File: config.mk
export PLATFORM = sky130hd
export DESIGN_NAME = traffic_light_controller_flat
export DESIGN_NICKNAME = d
export VERILOG_FILES = /design/src/rtl/traffic_light_controller_if.sv /design/src/rtl/traffic_light_controller.sv /design/src/flat_wrapper.sv
export SDC_FILE = /design/constraint.sdc
export NUM_CORES = 1
export LEC_CHECK = 0
export ABC_AREA = 1
export CAP_MARGIN = 30
export CORE_MARGIN = 4
export CORE_UTILIZATION = 50
export DETAILED_ROUTE_END_ITERATION = 7
export HOLD_SLACK_MARGIN = 0.03
export PLACE_DENSITY = 0.75
export SLEW_MARGIN = 0
export SYNTH_ARGS = -nofsm -noshare
export SYNTH_HDL_FRONTEND = slang
export SYNTH_SLANG_ARGS = --single-unit
File: constraint.sdc
create_clock -name clk -period 5.81 [get_ports clk]
set_clock_uncertainty 0.15 [all_clocks]
set_input_delay 0.8715 -clock clk [delete_from_list [all_inputs] [get_ports clk]]
set_output_delay 0.8715 -clock clk [all_outputs]
set_load 0.005 [all_outputs]
File: src/rtl/traffic_light_controller_if.sv
// Signal bundle between the intersection controller and its environment.
// The master side drives timebase and demand inputs; the slave side drives lamps and status.
interface traffic_light_controller_if;
    logic       tick;
    logic       sensor_ew;
    logic       ped_req;
    logic       emerg;
    logic [2:0] ns_light;
    logic [2:0] ew_light;
    logic       walk;
    logic       ped_pending;
    logic [2:0] state_o;

    modport master (
        output tick, sensor_ew, ped_req, emerg,
        input  ns_light, ew_light, walk, ped_pending, state_o
    );

    modport slave (
        input  tick, sensor_ew, ped_req, emerg,
        output ns_light, ew_light, walk, ped_pending, state_o
    );
endinterface

File: src/rtl/traffic_light_controller.sv
// Two-road intersection sequencer with pedestrian phase and emergency override.
// Phase timers advance only on tick, so every phase length is counted in ticks.
//
//  state     | meaning
//  NS_GREEN  | main road green, held until demand after minimum green
//  NS_YELLOW | main road yellow
//  ALLRED_A  | clearance before side road or pedestrian phase
//  EW_GREEN  | side road green, fixed length
//  EW_YELLOW | side road yellow
//  ALLRED_B  | clearance before main road; reset state
//  PED_WALK  | both roads red, walk lamp lit
//  EMERG     | both roads red while the emergency input is held
module traffic_light_controller #(
    parameter int T_GREEN_NS = 20,
    parameter int T_GREEN_EW = 10,
    parameter int T_YELLOW   = 4,
    parameter int T_ALLRED   = 2,
    parameter int T_WALK     = 8,
    parameter int CNT_W      = 8
) (
    input  logic                        clk,
    input  logic                        rst_n,
    traffic_light_controller_if.slave   tl
);

    typedef enum logic [2:0] {
        NS_GREEN  = 3'd0,
        NS_YELLOW = 3'd1,
        ALLRED_A  = 3'd2,
        EW_GREEN  = 3'd3,
        EW_YELLOW = 3'd4,
        ALLRED_B  = 3'd5,
        PED_WALK  = 3'd6,
        EMERG     = 3'd7
    } state_t;

    localparam logic [CNT_W-1:0] L_GREEN_NS = CNT_W'(T_GREEN_NS);
    localparam logic [CNT_W-1:0] L_GREEN_EW = CNT_W'(T_GREEN_EW);
    localparam logic [CNT_W-1:0] L_YELLOW   = CNT_W'(T_YELLOW);
    localparam logic [CNT_W-1:0] L_ALLRED   = CNT_W'(T_ALLRED);
    localparam logic [CNT_W-1:0] L_WALK     = CNT_W'(T_WALK);
    localparam logic [CNT_W-1:0] C_ONE      = {{(CNT_W-1){1'b0}}, 1'b1};

    localparam logic [2:0] LAMP_R = 3'b100;
    localparam logic [2:0] LAMP_Y = 3'b010;
    localparam logic [2:0] LAMP_G = 3'b001;

    state_t           r_state;
    state_t           w_state_nxt;
    logic [CNT_W-1:0] r_timer;
    logic [CNT_W-1:0] w_timer_nxt;
    logic             r_ped_pending;
    logic             w_ped_nxt;
    logic [2:0]       r_ns_light;
    logic [2:0]       r_ew_light;
    logic             r_walk;
    logic [2:0]       w_ns_nxt;
    logic [2:0]       w_ew_nxt;
    logic             w_walk_nxt;
    logic             w_done;
    logic             w_entering;

    function automatic logic [CNT_W-1:0] f_duration(input state_t s);
        logic [CNT_W-1:0] d;
        case (s)
            NS_GREEN:  d = L_GREEN_NS;
            NS_YELLOW: d = L_YELLOW;
            ALLRED_A:  d = L_ALLRED;
            EW_GREEN:  d = L_GREEN_EW;
            EW_YELLOW: d = L_YELLOW;
            ALLRED_B:  d = L_ALLRED;
            PED_WALK:  d = L_WALK;
            default:   d = C_ONE;
        endcase
        return d;
    endfunction

    assign w_done     = tl.tick && (r_timer == C_ONE);
    assign w_entering = (w_state_nxt != r_state);

    always_comb begin
        w_state_nxt = r_state;
        case (r_state)
            NS_GREEN: begin
                // Minimum green: the timer parks at 1 until there is demand on a tick.
                if (tl.emerg || (w_done && (tl.sensor_ew || r_ped_pending)))
                    w_state_nxt = NS_YELLOW;
            end
            NS_YELLOW: begin
                if (w_done)
                    w_state_nxt = ALLRED_A;
            end
            ALLRED_A: begin
                if (w_done) begin
                    if (tl.emerg)
                        w_state_nxt = EMERG;
                    else if (r_ped_pending)
                        w_state_nxt = PED_WALK;
                    else
                        w_state_nxt = EW_GREEN;
                end
            end
            PED_WALK: begin
                if (tl.emerg)
                    w_state_nxt = ALLRED_B;
                else if (w_done)
                    w_state_nxt = EW_GREEN;
            end
            EW_GREEN: begin
                if (tl.emerg || w_done)
                    w_state_nxt = EW_YELLOW;
            end
            EW_YELLOW: begin
                if (w_done)
                    w_state_nxt = ALLRED_B;
            end
            ALLRED_B: begin
                if (w_done)
                    w_state_nxt = tl.emerg ? EMERG : NS_GREEN;
            end
            EMERG: begin
                if (!tl.emerg)
                    w_state_nxt = ALLRED_B;
            end
            default: w_state_nxt = ALLRED_B;
        endcase
    end

    always_comb begin
        w_timer_nxt = r_timer;
        if (w_entering)
            w_timer_nxt = f_duration(w_state_nxt);
        else if (tl.tick && (r_timer > C_ONE))
            w_timer_nxt = r_timer - C_ONE;
    end

    // Entering the walk phase serves the request, so the clear beats a same-cycle press.
    always_comb begin
        w_ped_nxt = r_ped_pending || (tl.ped_req && (r_state != PED_WALK));
        if (w_entering && (w_state_nxt == PED_WALK))
            w_ped_nxt = 1'b0;
    end

    always_comb begin
        w_ns_nxt   = LAMP_R;
        w_ew_nxt   = LAMP_R;
        w_walk_nxt = 1'b0;
        case (w_state_nxt)
            NS_GREEN:  w_ns_nxt   = LAMP_G;
            NS_YELLOW: w_ns_nxt   = LAMP_Y;
            EW_GREEN:  w_ew_nxt   = LAMP_G;
            EW_YELLOW: w_ew_nxt   = LAMP_Y;
            PED_WALK:  w_walk_nxt = 1'b1;
            default:   w_walk_nxt = 1'b0;
        endcase
    end

    always_ff @(posedge clk or negedge rst_n) begin
        if (!rst_n) begin
            r_state       <= ALLRED_B;
            r_timer       <= L_ALLRED;
            r_ped_pending <= 1'b0;
            r_ns_light    <= LAMP_R;
            r_ew_light    <= LAMP_R;
            r_walk        <= 1'b0;
        end else begin
            r_state       <= w_state_nxt;
            r_timer       <= w_timer_nxt;
            r_ped_pending <= w_ped_nxt;
            r_ns_light    <= w_ns_nxt;
            r_ew_light    <= w_ew_nxt;
            r_walk        <= w_walk_nxt;
        end
    end

    assign tl.ns_light    = r_ns_light;
    assign tl.ew_light    = r_ew_light;
    assign tl.walk        = r_walk;
    assign tl.ped_pending = r_ped_pending;
    assign tl.state_o     = r_state;

endmodule

File: src/flat_wrapper.sv
// flat-port wrapper written by rule: the top's interface ports become plain ports
module traffic_light_controller_flat 
#(
    parameter int T_GREEN_NS = 20,
    parameter int T_GREEN_EW = 10,
    parameter int T_YELLOW   = 4,
    parameter int T_ALLRED   = 2,
    parameter int T_WALK     = 8,
    parameter int CNT_W      = 8
)
  (clk, rst_n, tl_tick, tl_sensor_ew, tl_ped_req, tl_emerg, tl_ns_light, tl_ew_light, tl_walk, tl_ped_pending, tl_state_o);
  traffic_light_controller_if tl_i ();
  input  logic clk;
  input  logic rst_n;
  input wire logic [$bits(tl_i.tick)-1:0] tl_tick;
  input wire logic [$bits(tl_i.sensor_ew)-1:0] tl_sensor_ew;
  input wire logic [$bits(tl_i.ped_req)-1:0] tl_ped_req;
  input wire logic [$bits(tl_i.emerg)-1:0] tl_emerg;
  output wire logic [$bits(tl_i.ns_light)-1:0] tl_ns_light;
  output wire logic [$bits(tl_i.ew_light)-1:0] tl_ew_light;
  output wire logic [$bits(tl_i.walk)-1:0] tl_walk;
  output wire logic [$bits(tl_i.ped_pending)-1:0] tl_ped_pending;
  output wire logic [$bits(tl_i.state_o)-1:0] tl_state_o;
  assign tl_i.tick = tl_tick;
  assign tl_i.sensor_ew = tl_sensor_ew;
  assign tl_i.ped_req = tl_ped_req;
  assign tl_i.emerg = tl_emerg;
  assign tl_ns_light = tl_i.ns_light;
  assign tl_ew_light = tl_i.ew_light;
  assign tl_walk = tl_i.walk;
  assign tl_ped_pending = tl_i.ped_pending;
  assign tl_state_o = tl_i.state_o;
  traffic_light_controller #(.T_GREEN_NS(T_GREEN_NS), .T_GREEN_EW(T_GREEN_EW), .T_YELLOW(T_YELLOW), .T_ALLRED(T_ALLRED), .T_WALK(T_WALK), .CNT_W(CNT_W)) u_core (.clk(clk), .rst_n(rst_n), .tl(tl_i));
endmodule
==> results.toml <==
[run_status]
status = "complete, no violations"

[sta]
setup_tns_ps = 0
final_hold_viol_count = 0
max_freq_mhz = 378.2
setup_viol = 0
period_needed_ps = 2644
fin_crit_sh = 0.4551
rsz0062_at_grt = "false"
drv_slew = 0
max_slew_margin = 0.4456
worst_slew_pin_slew_ps = 829.0

[clocking]
cts_hold_repair.buffers = 0
cts-resized-gates = 0
clock_path_buffers = 2
cts_tree = "yes"
clockRootBuffer = "clkbuf_4"
htree_levels = 1
clock_latency_ps = 300
cts_made_buffers = 3
path_clk_slew_ps = 110
cts.sinks = 19
post_cts_buffers = 0

[route]
via_per_inst = 5.181
drc = 0
drtPass1Iterations = 4
route.vias.total = 1171
ant_nets = 0
drt_iter0_markers = 49
wl_mm = 2.878
wl_per_cell_um = 12.73

[cells_and_area]
antenna_cells = 0
final_cell_mix = "nand2_1 (41), inv_1 (26), nor2_1 (21)"
drive_gt1_frac = 0.1786
syn_to_final_growth_pct = 16.98
final_nets = 205
stdcell_area_um2 = 1551
layout_commonest_cell = "nand2_1"

[place]
post-dp-hpwl_mm = 2.253
io_buffers = 16
placed_area_um2 = 1524
gp_congestion = 0.8872

[synthesis]
synth_area_um2 = 1326
synthCells = 176
synth_seq_cells = 19
synth.avg_cell_area_um2 = 7.536
ys_seq_area_frac = 0.3632
synth_warnings = 0
syn_nets = 184
ys_types = 27

[critical_path]
critPathMaxStageDelay_ps = 590
worstSetupPathType = "in -> reg"
cp_cell_sequence = "clkdlybuf4s50_1 -> nand3_2 -> nand2_1 -> nor2_1 -> nor2_1 -> nand3_2 -> nand2_2 -> nand2_2 -> nand2_4 -> nand2_4 -> nand2_1 -> nand2_1 -> nand2_1 -> inv_1"
path_common_cell = "nand2_1"
arrival_ps = 2700
worstPathMaxFanout = 9
cp_slowest_cell = "clkdlybuf4s50_1"
cp-start-kind = "input port"
rr_worst_depth = 16
crit_required_ps = 5870
cp-end-kind = "register"

[global_route]
grt_max_degree = 20
grtUsageTotal = 0.1810
grt-ovfl-total = 0
grt_pass1_wl_mm = 4.843
grt_pass1_vias = 1115
antenna_found_initial = 0

[die]
initial_core_util = 0.5305
io_pins = 17
dieArea_um2 = 3540
die_w_um = 59.50
coreArea_um2 = 2500
dieHeight_um = 59.50
num_rows = 18

[hold_path]
holdPathStages = 2
hp-class = "reg -> reg"

[pwr]
p_per_area_nw_per_um2 = 659.2
ir_worst_vdd_mv = 0.3978
leakagePower_uw = 0.0008145

[flow_run]
drv_cap = 0
area by class of cell:
type,instances,area (µm²)
Tap cell,30,37.54
Inverter,29,108.9
Fill cell,219,948.4
Clock inverter,1,5.005
Sequential cell,19,481.7
Multi-Input combinational cell,128,735.7
Clock buffer,3,22.52
Timing Repair Buffer,16,160.2
power breakdown:
part | internal, µW | switching [µW] | leakage, µW
registers | 199 | 42.5 | 0.000233
clock network | 25.7 | 40.6 | 0.0000177
logic | 261 | 454 | 0.000564
worst paths after layout:
check	start	end	slack, ps
worst max-delay path	tl_tick	u_core.r_timer[2]$_DFFE_PN0P_	3170
worst min-delay path	u_core.r_timer[1]$_DFFE_PN1P_	u_core.r_timer[1]$_DFFE_PN1P_	330
worst max register to register	u_core.r_timer[1]$_DFFE_PN1P_	u_core.r_timer[2]$_DFFE_PN0P_	3440
worst min register to register	u_core.r_timer[1]$_DFFE_PN1P_	u_core.r_timer[1]$_DFFE_PN1P_	330
max in group asynchronous	rst_n	u_core.tl.ew_light[0]$_DFF_PN0_	4110
min in group asynchronous	rst_n	u_core.r_timer[0]$_DFFE_PN0P_	890
critical path, delay by kind of cell:
family                 cells  cell delay, ps
AND/OR/NAND/NOR           12            1190
buffers and inverters      2             630
logic make-up (layout without fill, tap and decap cells):
logic type,count (synthesis),count (layout),synth area share
AO/OA/AOI/OAI,9,9,0.03774
XOR/XNOR,6,6,0.03963
AND/OR/NAND/NOR,111,111,0.4585
buffers and inverters,29,49,0.08207
flip-flops,19,19,0.3632
adder cells (fa/ha/maj),2,2,0.01886
Yosys cell counts, drive strengths merged:
library cell  number  area [µm²]
clkinv             1       3.750
inv               28       105.1
nand3             23       142.6
xor2               3       26.28
nand2             56       282.8
dfstp              5       131.4
a31oi              1       6.260
dfrtp             14       350.3
or2                1       6.260
nor2              24       116.4
o21ai              2       13.76
nor4               1       6.260
nand3b             1       7.510
nand4              5       46.29
a21oi              6       30.03
xnor2              3       26.28
ha                 2       25.02
per-layer routing:
metal	share of wire	wire length, µm	global-route usage
met3	0.060	173	0.01743
met5	0	0	0
met1	0.44	1258	0.2405
met2	0.46	1337	0.2839
met4	0.038	108	0.1076
stage by stage:
stage	hold slack (ps)	std cells	power, µW	utilization	worst slack, ps
final	327.3	226	1023	0.6206	3166
after CTS	333.5	226	1027	0.6206	3173
after detailed placement	317.5	222	955.2	0.6096	2851
after global routing	379.0	226	1125	0.6206	2958
after global placement	306.3	222	941.1	0.6096	2905
after floorplan	297.1	176	778.1	-	3577
flip-flops by register name, indices dropped and copies added (netlist names):
name and flops:
u_core.r_timer 8, u_core.tl.ew_light 3, u_core.tl.state_o 3, u_core.tl.ns_light 3, u_core.tl.walk 1, u_core.tl.ped_pending 1
Note: power is estimated with default switching activity, not from simulation.
